$ cat src/rtl/pipelined_adder.sv
// pipelined_adder: WIDTH-bit add/subtract-with-carry unit whose carry chain
// is cut into STAGES equal slices, one register stage per slice. Each stage
// adds its own slice using the carry registered by the stage before it. The
// consumed result slices, the unconsumed operand slices, the valid bit and
// the operand sign bits travel with the operation. The final stage produces
// sum, carry-out, signed overflow and zero. All outputs are zeroed for an
// invalid slot. A global stall freezes every register, outputs included.
module pipelined_adder #(
    parameter int WIDTH  = 32,
    parameter int STAGES = 4
) (
    input  logic             clk,
    input  logic             rst_n,
    input  logic             in_valid,
    input  logic             stall,
    input  logic             sub,
    input  logic [WIDTH-1:0] a,
    input  logic [WIDTH-1:0] b,
    input  logic             cin,
    output logic             out_valid,
    output logic [WIDTH-1:0] sum,
    output logic             cout,
    output logic             ovf,
    output logic             zero
);

    localparam int CHUNK = WIDTH / STAGES;
    // Number of inter-stage registers; with a single stage there are none,
    // and one dummy entry (held at reset value) keeps the arrays non-empty.
    localparam int NPIPE = (STAGES > 1) ? (STAGES - 1) : 1;

    // Bits at or above position lo are kept. This drops the operand slices
    // that a stage has already consumed, so only live bits are carried on.
    function automatic logic [WIDTH-1:0] upper_mask(input int lo);
        logic [WIDTH-1:0] m;
        for (int i = 0; i < WIDTH; i++) begin
            m[i] = (i >= lo) ? 1'b1 : 1'b0;
        end
        return m;
    endfunction

    // Effective operands: subtract is a + ~b + ~cin.
    logic [WIDTH-1:0] b_eff_s;
    logic             c0_s;

    // Per-stage inputs, seen by the slice adder of stage k.
    logic [WIDTH-1:0] st_a_s   [STAGES];
    logic [WIDTH-1:0] st_b_s   [STAGES];
    logic [WIDTH-1:0] st_res_s [STAGES];
    logic             st_c_s   [STAGES];
    logic             st_v_s   [STAGES];
    logic             st_am_s  [STAGES];
    logic             st_bm_s  [STAGES];

    // Per-stage results, loaded into the next stage's registers.
    logic [CHUNK:0]   slice_s  [STAGES];
    logic [WIDTH-1:0] nx_res_s [STAGES];
    logic [WIDTH-1:0] nx_a_s   [STAGES];
    logic [WIDTH-1:0] nx_b_s   [STAGES];
    logic [CHUNK-1:0] sl_a_s;
    logic [CHUNK-1:0] sl_b_s;
    int               prev_s;

    // Inter-stage registers: entry k holds the state leaving stage k.
    logic [WIDTH-1:0] pipe_a_r   [NPIPE];
    logic [WIDTH-1:0] pipe_b_r   [NPIPE];
    logic [WIDTH-1:0] pipe_res_r [NPIPE];
    logic             pipe_c_r   [NPIPE];
    logic             pipe_v_r   [NPIPE];
    logic             pipe_am_r  [NPIPE];
    logic             pipe_bm_r  [NPIPE];

    // Final-stage values, registered onto the outputs.
    logic [WIDTH-1:0] fin_sum_s;
    logic             fin_v_s;
    logic             fin_cout_s;
    logic             fin_ovf_s;
    logic             fin_zero_s;

    // Form the effective operands and carry-in for the add/subtract mode.
    always_comb begin
        b_eff_s = {WIDTH{1'b0}};
        c0_s    = 1'b0;
        if (sub) begin
            b_eff_s = ~b;
            c0_s    = ~cin;
        end else begin
            b_eff_s = b;
            c0_s    = cin;
        end
    end

    // Slice adders: route each stage's inputs and compute its slice.
    always_comb begin
        sl_a_s = {CHUNK{1'b0}};
        sl_b_s = {CHUNK{1'b0}};
        prev_s = 0;
        for (int k = 0; k < STAGES; k++) begin
            if (k == 0) begin
                // A bubble enters as all-zero data with valid low.
                st_a_s[k]   = in_valid ? a : {WIDTH{1'b0}};
                st_b_s[k]   = in_valid ? b_eff_s : {WIDTH{1'b0}};
                st_res_s[k] = {WIDTH{1'b0}};
                st_c_s[k]   = in_valid & c0_s;
                st_v_s[k]   = in_valid;
                st_am_s[k]  = in_valid & a[WIDTH-1];
                st_bm_s[k]  = in_valid & b_eff_s[WIDTH-1];
            end else begin
                prev_s      = (k > 0) ? (k - 1) : 0;
                st_a_s[k]   = pipe_a_r[prev_s];
                st_b_s[k]   = pipe_b_r[prev_s];
                st_res_s[k] = pipe_res_r[prev_s];
                st_c_s[k]   = pipe_c_r[prev_s];
                st_v_s[k]   = pipe_v_r[prev_s];
                st_am_s[k]  = pipe_am_r[prev_s];
                st_bm_s[k]  = pipe_bm_r[prev_s];
            end
            sl_a_s      = CHUNK'(st_a_s[k] >> (k * CHUNK));
            sl_b_s      = CHUNK'(st_b_s[k] >> (k * CHUNK));
            slice_s[k]  = {1'b0, sl_a_s} + {1'b0, sl_b_s} + {{CHUNK{1'b0}}, st_c_s[k]};
            nx_res_s[k] = st_res_s[k] | (WIDTH'(slice_s[k][CHUNK-1:0]) << (k * CHUNK));
            nx_a_s[k]   = st_a_s[k] & upper_mask((k + 1) * CHUNK);
            nx_b_s[k]   = st_b_s[k] & upper_mask((k + 1) * CHUNK);
        end
    end

    // Final-stage flags, each qualified by the stage's valid bit.
    always_comb begin
        fin_sum_s  = {WIDTH{1'b0}};
        fin_v_s    = st_v_s[STAGES-1];
        fin_cout_s = 1'b0;
        fin_ovf_s  = 1'b0;
        fin_zero_s = 1'b0;
        if (fin_v_s) begin
            fin_sum_s  = nx_res_s[STAGES-1];
            fin_cout_s = slice_s[STAGES-1][CHUNK];
            fin_ovf_s  = (st_am_s[STAGES-1] == st_bm_s[STAGES-1]) &&
                         (nx_res_s[STAGES-1][WIDTH-1] != st_am_s[STAGES-1]);
            fin_zero_s = (nx_res_s[STAGES-1] == {WIDTH{1'b0}});
        end else begin
            fin_sum_s  = {WIDTH{1'b0}};
            fin_cout_s = 1'b0;
            fin_ovf_s  = 1'b0;
            fin_zero_s = 1'b0;
        end
    end

    // Inter-stage registers advance together unless stalled.
    always_ff @(posedge clk or negedge rst_n) begin
        if (!rst_n) begin
            for (int k = 0; k < NPIPE; k++) begin
                pipe_a_r[k]   <= {WIDTH{1'b0}};
                pipe_b_r[k]   <= {WIDTH{1'b0}};
                pipe_res_r[k] <= {WIDTH{1'b0}};
                pipe_c_r[k]   <= 1'b0;
                pipe_v_r[k]   <= 1'b0;
                pipe_am_r[k]  <= 1'b0;
                pipe_bm_r[k]  <= 1'b0;
            end
        end else if (!stall) begin
            for (int k = 0; k < STAGES - 1; k++) begin
                pipe_a_r[k]   <= nx_a_s[k];
                pipe_b_r[k]   <= nx_b_s[k];
                pipe_res_r[k] <= nx_res_s[k];
                pipe_c_r[k]   <= slice_s[k][CHUNK];
                pipe_v_r[k]   <= st_v_s[k];
                pipe_am_r[k]  <= st_am_s[k];
                pipe_bm_r[k]  <= st_bm_s[k];
            end
        end
    end

    // Output registers: the last stage writes result and flags directly.
    always_ff @(posedge clk or negedge rst_n) begin
        if (!rst_n) begin
            out_valid <= 1'b0;
            sum       <= {WIDTH{1'b0}};
            cout      <= 1'b0;
            ovf       <= 1'b0;
            zero      <= 1'b0;
        end else if (!stall) begin
            out_valid <= fin_v_s;
            sum       <= fin_sum_s;
            cout      <= fin_cout_s;
            ovf       <= fin_ovf_s;
            zero      <= fin_zero_s;
        end
    end

endmodule

$ cat config.mk
export PLATFORM = sky130hd
export DESIGN_NAME = pipelined_adder
export DESIGN_NICKNAME = d
export VERILOG_FILES = /design/src/rtl/pipelined_adder.sv
export SDC_FILE = /design/constraint.sdc
export NUM_CORES = 1
export LEC_CHECK = 0
export CAP_MARGIN = 15
export CORE_MARGIN = 5
export CORE_UTILIZATION = 48
export DETAILED_ROUTE_END_ITERATION = 8
export PLACE_DENSITY = 0.76
export SLEW_MARGIN = 20
export SYNTH_ARGS = -nofsm -noshare
export SYNTH_HDL_FRONTEND = slang
export SYNTH_SLANG_ARGS = --single-unit
export TNS_END_PERCENT = 10
$ cat constraint.sdc
create_clock -name clk -period 2.05 [get_ports clk]
set_input_delay 0.41 -clock clk [delete_from_list [all_inputs] [get_ports clk]]
set_output_delay 0.41 -clock clk [all_outputs]
set_load 0.01 [all_outputs]
==> metrics.cfg, run 1 <==
[die]
start_util=0.484
coreArea_um2=17800
dieArea_um2=20800
die_w_um=144
io_pins=106
rows=49
die_h_um=144

[sta]
fmax_mhz=439
tightest_slew_ns=0.568
slew_viol_final=0
finClkSkew_ns=0.00774
max_slew_margin=0.622
final.setup.worst_slack_ns=-0.227
fin_crit_ns=2.28
rsz0062_at_grt=true
hold_viol=0
setup_violations=10
fin_crit_sh=1.11

[critical_path]
path_cells=inv_2, fa_2, fa_2, nor4b_4, nand4_1, nor2_2, nand3_2, o31ai_2
path_class=flip-flop to flip-flop
path_max_fanout=2
worst-path-buf-inv=1
crit_start=pipe_a_r[24]
crit_path_end_kind=flip-flop
start_kind=flip-flop
crit_top_cell=fa_2
slowest_stage=fa_2
required_ns=2.39
cp_top_family=adder cells
arrival_ns=2.61
rr_startpoint=pipe_a_r[24]
cpPeakStageDelay_ns=0.59

[worst_hold_path]
hold_path_class=flip-flop to flip-flop
min_from=sum[3]

[layout]
fin_area_um2=10800
fin_nets=1028
layout_commonest_cell=dfrtp_1
fillers=1440
layout_common_cells=dfrtp_1, nand2_1, clkdlybuf4s50_1
area_delta_synth_final_pct=25.4
drive_gt1_frac=0.197
antenna_cells=0

[logic_synthesis]
ys_warn_count=0
synth.largest_area_cell=dfrtp_1
synth.top_cell.area_share=0.539
synth_cells=802
syn-cell-area_um2=8640
synth-seq-cells=186
ys_seq_area_frac=0.539
synth.distinct_cells=44
ys_top_cells_by_area=dfrtp_1, mux2_2, nand2_1
avgSynthCellArea_um2=10.8
syn-num-nets=908

[power]
power_density_nw_per_um2=913
p_leak_nw=4.92
vdd_drop_max_mv=0.654

[global_routing]
grt.total_usage=0.183
grt_start_max_net_pins=128
grt_pass1_wl_mm=30.0
grt-ovfl-total=0
antenna_found_initial=1
grt_pass1_vias=5950

[clock_tree]
root_buffer=clkbuf_16
cts_max_level=4
clk_latency_ns=0.43
cts_buffers=17
ctsLongestPathBuffers=2
clkTransAtPathRegs_ns=0.07
cts_tree=built
clock_sinks=186

[place]
port_buffers=105
dp_slack_ns=-0.868
post_dp_cell_area_um2=10100
dp_hpwl_mm=12.8
gp_congestion=0.801

[flow_run]
maxCapViolations=0

[routing]
drt_wl_total_mm=18.4
drtIter0Drc=379
ant_nets=0
post_drt_wl_per_cell_um=15.8
drc=0
drt_first_pass_iters=4
via_count=6043
viasPerCell=5.19

[status]
status=finished, violations left
violations=setup timing

==> sequential cells by signal, indices dropped and copies added (netlist names), 22 cells and up <==
signal,cells
pipe_a_r,23
nx_b_s,22
pipe_res_r,48
pipe_b_r,23
nx_a_s,22
sum,32
==> worst register-to-register path, stage by stage (launching register included) <==
cell and delay, ns:
dfrtp_1 0.36, inv_2 0.05, fa_2 0.41, fa_2 0.59, nor4b_4 0.19, nand4_1 0.15, nor2_2 0.16, nand3_2 0.09
o31ai_2 0.19
==> metal layers <==
layer,track usage,part of all wire,up-vias,wire length (um)
met2,0.298,0.49,91,9030
met1,0.248,0.45,2980,8340
met5,0,0.00071,-,13
met3,0.0380,0.033,25,613
li1,-,-,2945,-
met4,0.0569,0.020,2,359
==> synth_stat cells, drive strengths merged <==
cell,n
a2111oi,1
ha,28
and3,2
o21ba,2
o221ai,1
clkbuf,26
mux2,76
nor4,4
nand2b,9
nand2,166
buf,17
or3,3
a21boi,2
fa,8
and2,12
a211oi,2
nand4,2
mux2i,2
o21bai,2
nand3,3
xnor2,33
or2,2
o22ai,1
dfrtp,186
a22o,1
o21a,11
nor2b,5
o31ai,13
nor4b,2
xor2,14
nor2,13
o21ai,100
inv,25
o211a,3
a21oi,11
a21o,2
nor3,11
o31a,1
==> through the flow <==
| stage | hold slack (ns) | total power, mW | instances | utilization | TNS (ns) |
|---|---|---|---|---|---|
| floorplan | 0.114 | 5.75 | 802 | - | -1.68 |
| global placement | 0.373 | 6.61 | 1129 | 0.569 | -6.37 |
| detailed placement | 0.379 | 6.71 | 1129 | 0.569 | -8.09 |
| CTS | 0.481 | 9.94 | 1164 | 0.605 | -0.962 |
| global route | 0.514 | 10.4 | 1164 | 0.607 | -2.56 |
| finish | 0.483 | 9.89 | 1164 | 0.607 | -1.10 |
==> where the power goes <==
| part | leakage [nW] | internal [mW] | switching [mW] |
|---|---|---|---|
| sequential | 2.41 | 4.24 | 0.403 |
| clock | 0.278 | 1.75 | 1.40 |
| combinational | 2.23 | 1.11 | 0.974 |
==> cells by family (layout without fill, tap and decap cells) <==
group                      after synthesis  count (layout)  synth area share
adders and majority gates               36              36            0.0591
buffers and inverters                   68             201            0.0316
muxes                                   78              78             0.101
AOI/OAI and AO/OA                      153             153             0.104
DFF                                    186             186             0.539
xor gates and xnor gates                47              47            0.0477
and+or+nand+nor                        234             234             0.117
==> what timing repair did <==
action,4_1_cts,5_1_grt
hold endpoints to repair,42,0
resized for setup,22,11
pin swaps,14,1
setup buffers,2,0
hold buffers,1,0
gates cloned,0,0
endpoints found under the setup margin,15,18
==> worst paths after layout <==
check / to / slack, ns / depth (start not counted)
max in group asynchronous: pipe_b_r[48] / 0.96 / 3
max reg2reg: zero / -0.23 / 8
max: zero / -0.23 / 8
min reg2reg: sum[3] / 0.48 / 2
min: sum[3] / 0.48 / 2
min in group asynchronous: sum[26] / 0.49 / 2
==> layout make-up <==
class | count | area (um^2) | share of cell area
repair buffers | 144 | 1410 | 0.130
well taps | 229 | 287 | 0.0265
inverters | 25 | 93.8 | 0.00866
clock buffers | 20 | 457 | 0.0422
clock inverters | 12 | 113 | 0.0104
flip-flops and latches | 186 | 4650 | 0.430
multi-input cells | 548 | 3820 | 0.352
Power figures use the tool's default switching activity.
==> run 2, diff against run 1 <==
Settings changed: PLACE_DENSITY 0.76 to 0.73.
==> metrics.cfg, run 2 (synthesized netlist as in run 1, its figures left out) <==
[status]
status=finished, violations left
violations=setup timing

[die]
coreArea_um2=17800  ; unchanged
dieArea_um2=20800  ; unchanged
io_pins=106  ; unchanged
rows=49  ; unchanged
die_h_um=144  ; unchanged
start_util=0.484  ; unchanged
die_w_um=144  ; unchanged

[layout]
largest_register=pipe_res_r
largest_reg_flops=48  ; unchanged
stdcell_count=1171  ; +0.60%
layout_common_cells=dfrtp_1, nand2_1, o21ai_0, clkdlybuf4s50_1, mux2_2
fin_nets=1036  ; +0.78%
drive_gt1_frac=0.207  ; +0.0102
largestRegisters=pipe_res_r: 48 flops, sum: 32 flops
utilization=0.613  ; +0.00603
area_delta_synth_final_pct=26.6
antenna_cells=0  ; unchanged
layout_commonest_cell=dfrtp_1
fillers=1460  ; +1.4%

[power]
power_mw=9.80  ; -0.87%
power.internal_mw=7.08  ; -0.30%
p_seq_frac=0.472  ; +0.002
p_comb_frac=0.213  ; +0.002
power_density_nw_per_um2=896  ; -1.8%
swShare=0.277  ; -0.00413
vdd_drop_max_mv=0.630  ; -3.7%
p_switching_mw=2.71  ; -2.3%
p_clk_frac=0.315  ; -0.004
p_leak_nw=5.00  ; +1.6%

[critical_path]
crit_path_end_kind=flip-flop
slowest_stage=fa_2
path_class=flip-flop to flip-flop
crit_top_cell=fa_2
path_max_fanout=2  ; unchanged
path_cells=inv_2, fa_2, fa_2, nor4b_4, nand4_1, nor2_2, nand3_1, o31ai_2
cpPeakStageDelay_ns=0.59  ; about the same
worst-path-buf-inv=1  ; unchanged
arrival_ns=2.65  ; +0.04 ns
cp_top_family=adder cells
required_ns=2.37  ; -0.02 ns
start_kind=flip-flop

[place]
gp_congestion=0.815  ; +1.8%
dpl.cell_count=1134  ; +0.44%
port_buffers=105  ; unchanged
dp_hpwl_mm=12.5  ; -2.5%

[sta]
finClkSkew_ns=0.00876  ; +0.00102 ns
finalSetupTns_ns=-0.281  ; +0.815 ns
setup_violations=2  ; -8
max_slew_margin=0.460  ; -0.161
tightest_slew_ns=0.810  ; +0.242 ns
rsz0062_at_grt=true
hold_viol=0  ; unchanged
fmax_mhz=429  ; -2.3%
fin_crit_ns=2.33  ; +0.0529 ns
final.setup.worst_slack_ns=-0.280  ; -0.0529 ns
fin_crit_sh=1.14  ; +0.0258
slew_viol_final=0  ; unchanged

[clock_tree]
ctsLongestPathBuffers=2  ; unchanged
cts_tree=built
root_buffer=clkbuf_16
clock_sinks=186  ; unchanged
clk_latency_ns=0.42  ; about the same
clkTransAtPathRegs_ns=0.07  ; about the same
cts_buffers=17  ; unchanged
cts_max_level=4  ; unchanged

[global_routing]
grt-ovfl-total=0  ; unchanged
grt_pass1_wl_mm=29.3  ; -2.1%
grt_pass1_vias=5936  ; -0.24%
grt_start_max_net_pins=97  ; -24%
grt.total_usage=0.178  ; -0.00434
antenna_found_initial=0  ; -1

[routing]
via_count=5969  ; -1.2%
drtIter0Drc=305  ; -20%
post_drt_wl_per_cell_um=15.0  ; -5.0%
ant_nets=0  ; unchanged
drc=0  ; unchanged
viasPerCell=5.10  ; -1.8%
drt_wl_total_mm=17.6  ; -4.4%
drt_first_pass_iters=4  ; unchanged

[flow_run]
maxCapViolations=0  ; unchanged

[worst_hold_path]
hold_path_class=primary input to flip-flop

-- run 2: cell count changes in the layout (fill, tap and decap cells not counted), moves of 2 or more --
cell,delta
buf_12,+2
dlygate4sd2_1,-2
buf_4,+6
dlymetal6s2s_1,+5
clkinv_2,-2
clkbuf_2,+2
clkdlybuf4s50_1,-5
clkinvlp_4,+3
-- run 2: metal layers --
metal,wire length [um],global-route usage,vias to the layer above
li1,-,-,2969
met1,7800,0.243,2866
met2,8700,0.294,112
met3,738,0.0317,22
met4,313,0.0550,0
met5,0,0,-
-- run 2: area by class of cell --
type	count	area, um^2	area share
flip-flops and latches	186	4650	0.426
multi-input cells	548	3840	0.351
clock buffers	19	443	0.0405
inverters	25	93.8	0.00858
clock inverters	12	116	0.0106
repair buffers	152	1510	0.138
well taps	229	287	0.0262
-- run 2: power groups by stage --
stage | sequential (mW) | clock (mW) | combinational (mW)
final | 4.63 | 3.08 | 2.09
after global routing | 4.71 | 3.33 | 2.33
after CTS | 4.63 | 3.17 | 2.09
after detailed placement | 4.69 | 0 | 2.03
after global placement | 4.66 | 0 | 1.98
after floorplan | 4.61 | 0 | 1.13
-- run 2: repair_timing --
action | in CTS | in global routing
resized for setup | 17 | 29
setup buffers | 5 | 0
endpoints found under the setup margin | 13 | 21
hold buffers | 1 | 0
pin swaps | 11 | 17
hold endpoints to repair | 43 | 0
-- run 2: final timing paths --
check,from,to,slack [ns],depth (start not counted)
hold reg to reg,nx_b_s[93],nx_b_s[93],0.48,2
setup / recovery,pipe_c_r[0],zero,-0.28,8
setup reg to reg,pipe_c_r[0],zero,-0.28,8
max in group asynchronous,rst_n,pipe_res_r[0],0.94,3
min in group asynchronous,rst_n,nx_a_s[82],0.50,2
hold / removal,stall,pipe_v_r[2],0.46,4
-- run 2: stage by stage --
step / setup slack [ns] / cell area, um^2 / hold slack [ns]
floorplan: -0.409 / 8690 / 0.114
global placement: -0.797 / 10200 / 0.379
detailed placement: -0.851 / 10200 / 0.379
CTS: -0.255 / 10900 / 0.443
global route: -0.378 / 10900 / 0.471
finish: -0.280 / 10900 / 0.464
-- run 2: tightest hold or removal path: cells and delay by family --
kind	cells	cell delay (ns)
buffers and inverters	2	0.30
and+or+nand+nor	2	0.13
==> run 3, diff against run 2 <==
Settings changed: TNS_END_PERCENT 10 to not set.
==> metrics.cfg, run 3 (synthesized netlist as in run 1, its figures left out) <==
[clock_tree]
clkTransAtPathRegs_ns=0.07  ; about the same
cts_buffers=17  ; unchanged
ctsLongestPathBuffers=2  ; unchanged
cts_max_level=4  ; unchanged
clock_sinks=186  ; unchanged
root_buffer=clkbuf_16
cts_tree=built
clk_latency_ns=0.42  ; about the same

[sta]
rsz0062_at_grt=true
fin_crit_sh=1.11  ; -0.0233
slew_viol_final=0  ; unchanged
hold_viol=0  ; unchanged
tightest_slew_ns=0.588  ; -0.222 ns
whs_ns=0.293  ; -0.171 ns
fin_crit_ns=2.28  ; -0.0478 ns
finClkSkew_ns=0.00835  ; -0.000413 ns
final.setup.worst_slack_ns=-0.232  ; +0.0478 ns
max_slew_margin=0.608  ; +0.148
setup_violations=1  ; -1
fmax_mhz=438  ; +2.1%

[routing]
routedLengthMet1_mm=8.56  ; +9.7%
drtIter0Drc=345  ; +13%
via_count=5979  ; +0.17%
ant_nets=0  ; unchanged
drc=0  ; unchanged
dr_wl_met2_mm=8.95  ; +2.9%
routed.top_layer=met4
drt_first_pass_iters=4  ; unchanged
drt_wl_total_mm=18.4  ; +4.8%
viasPerCell=5.07  ; -0.60%
post_drt_wl_per_cell_um=15.6  ; +4.0%
wl_met3_um=544  ; -26%

[layout]
largestRegisters=pipe_res_r: 48 flops, sum: 32 flops
utilization=0.624  ; +0.0109
multi_input_area_um2=3930  ; +2.4%
fin_area_um2=11100  ; +1.8%
fillers=1444  ; -1.1%
layout_common_cells=dfrtp_1, nand2_1, clkdlybuf4s50_1
largest_reg_flops=48  ; unchanged
largest_register=pipe_res_r
antenna_cells=0  ; unchanged
drive_gt1_frac=0.231  ; +0.0243
area_delta_synth_final_pct=28.9
fin_nets=1044  ; +0.77%
layout_commonest_cell=dfrtp_1
area.sequential_um2=4650  ; unchanged

[global_routing]
antenna_found_initial=0  ; unchanged
grt_pass1_wl_mm=29.8  ; +1.5%
grt_start_max_net_pins=133  ; +37%
grt.total_usage=0.180  ; +0.00110
grt_pass1_vias=6022  ; +1.4%
grt-ovfl-total=0  ; unchanged

[critical_path]
start_kind=flip-flop
rr_worst_depth=8  ; unchanged
required_ns=2.37  ; about the same
reg2reg_to=zero
reg2reg_slack_ns=-0.23  ; +0.05 ns
path_max_fanout=2  ; unchanged
crit_start=pipe_a_r[24]
crit_path_end=zero
rr_startpoint=pipe_a_r[24]
path_class=flip-flop to flip-flop
crit_path_end_kind=flip-flop
arrival_ns=2.61  ; -0.04 ns

[power]
p_leak_nw=5.09  ; +1.6%
power_density_nw_per_um2=893  ; -0.34%
power_mw=9.94  ; +1.4%
vdd_drop_max_mv=0.587  ; -6.8%

[place]
gp_congestion=0.827  ; +1.4%
post_dp_cell_area_um2=10200  ; -0.55%
port_buffers=105  ; unchanged
dp_slack_ns=-0.836  ; +0.0153 ns
dp_hpwl_mm=12.5  ; about the same

[status]
status=finished, violations left
violations=setup timing

[worst_hold_path]
hold_path_class=primary input to flip-flop

[die]
rows=49  ; unchanged
io_pins=106  ; unchanged
coreArea_um2=17800  ; unchanged
start_util=0.484  ; unchanged
dieArea_um2=20800  ; unchanged
die_h_um=144  ; unchanged
die_w_um=144  ; unchanged

[flow_run]
maxCapViolations=0  ; unchanged

-- run 3: power breakdown --
part	leakage, nW	internal [mW]	switching, mW
Combinational	2.40	1.15	0.984
Sequential	2.41	4.24	0.397
Clock	0.272	1.76	1.41
Total	5.09	7.15	2.79
-- run 3: through the flow --
stage	TNS (ns)	std cells
after floorplan	-1.64	802
after global placement	-4.78	1130
after detailed placement	-5.30	1130
after CTS	-0.196	1167
after global routing	-0.804	1180
final	-0.232	1180
-- run 3: timing repair --
item,in CTS,in global routing
gates resized for setup,35,54
hold buffers,1,0
hold endpoints to repair,31,0
gates cloned,0,1
endpoints found under the setup margin,11,15
pin swaps,18,29
setup buffers,4,12
-- run 3: cell type report --
class	count	share of cell area
Clock buffer	21	0.0414
Clock inverter	11	0.0101
Inverter	25	0.00843
Multi-Input combinational cell	548	0.353
Sequential cell	186	0.418
Tap cell	229	0.0257
Timing Repair Buffer	160	0.143
-- run 3: how the worst min path moves through the flow --
stage	startpoint	end	cells past startpoint
floorplan	rst_n	cout	0
finish	stall	pipe_res_r[71]	2
CTS	stall	pipe_res_r[71]	2
global route	stall	pipe_res_r[71]	2
global placement	rst_n	nx_b_s[80]	1
detailed placement	rst_n	nx_b_s[80]	1
-- run 3: worst max-delay path, stage by stage, from the launching register on --
cell,delay (ns)
dfrtp_1,0.36
inv_2,0.05
fa_2,0.40
fa_2,0.57
nor4b_4,0.20
nand4_1,0.15
nor2_2,0.15
nand3_1,0.12
o31ai_2,0.20
-- run 3: routing by layer --
layer / vias up / track usage
li1: 2982 / -
met1: 2871 / 0.248
met2: 106 / 0.293
met3: 20 / 0.0281
met4: 0 / 0.0594
met5: - / 0
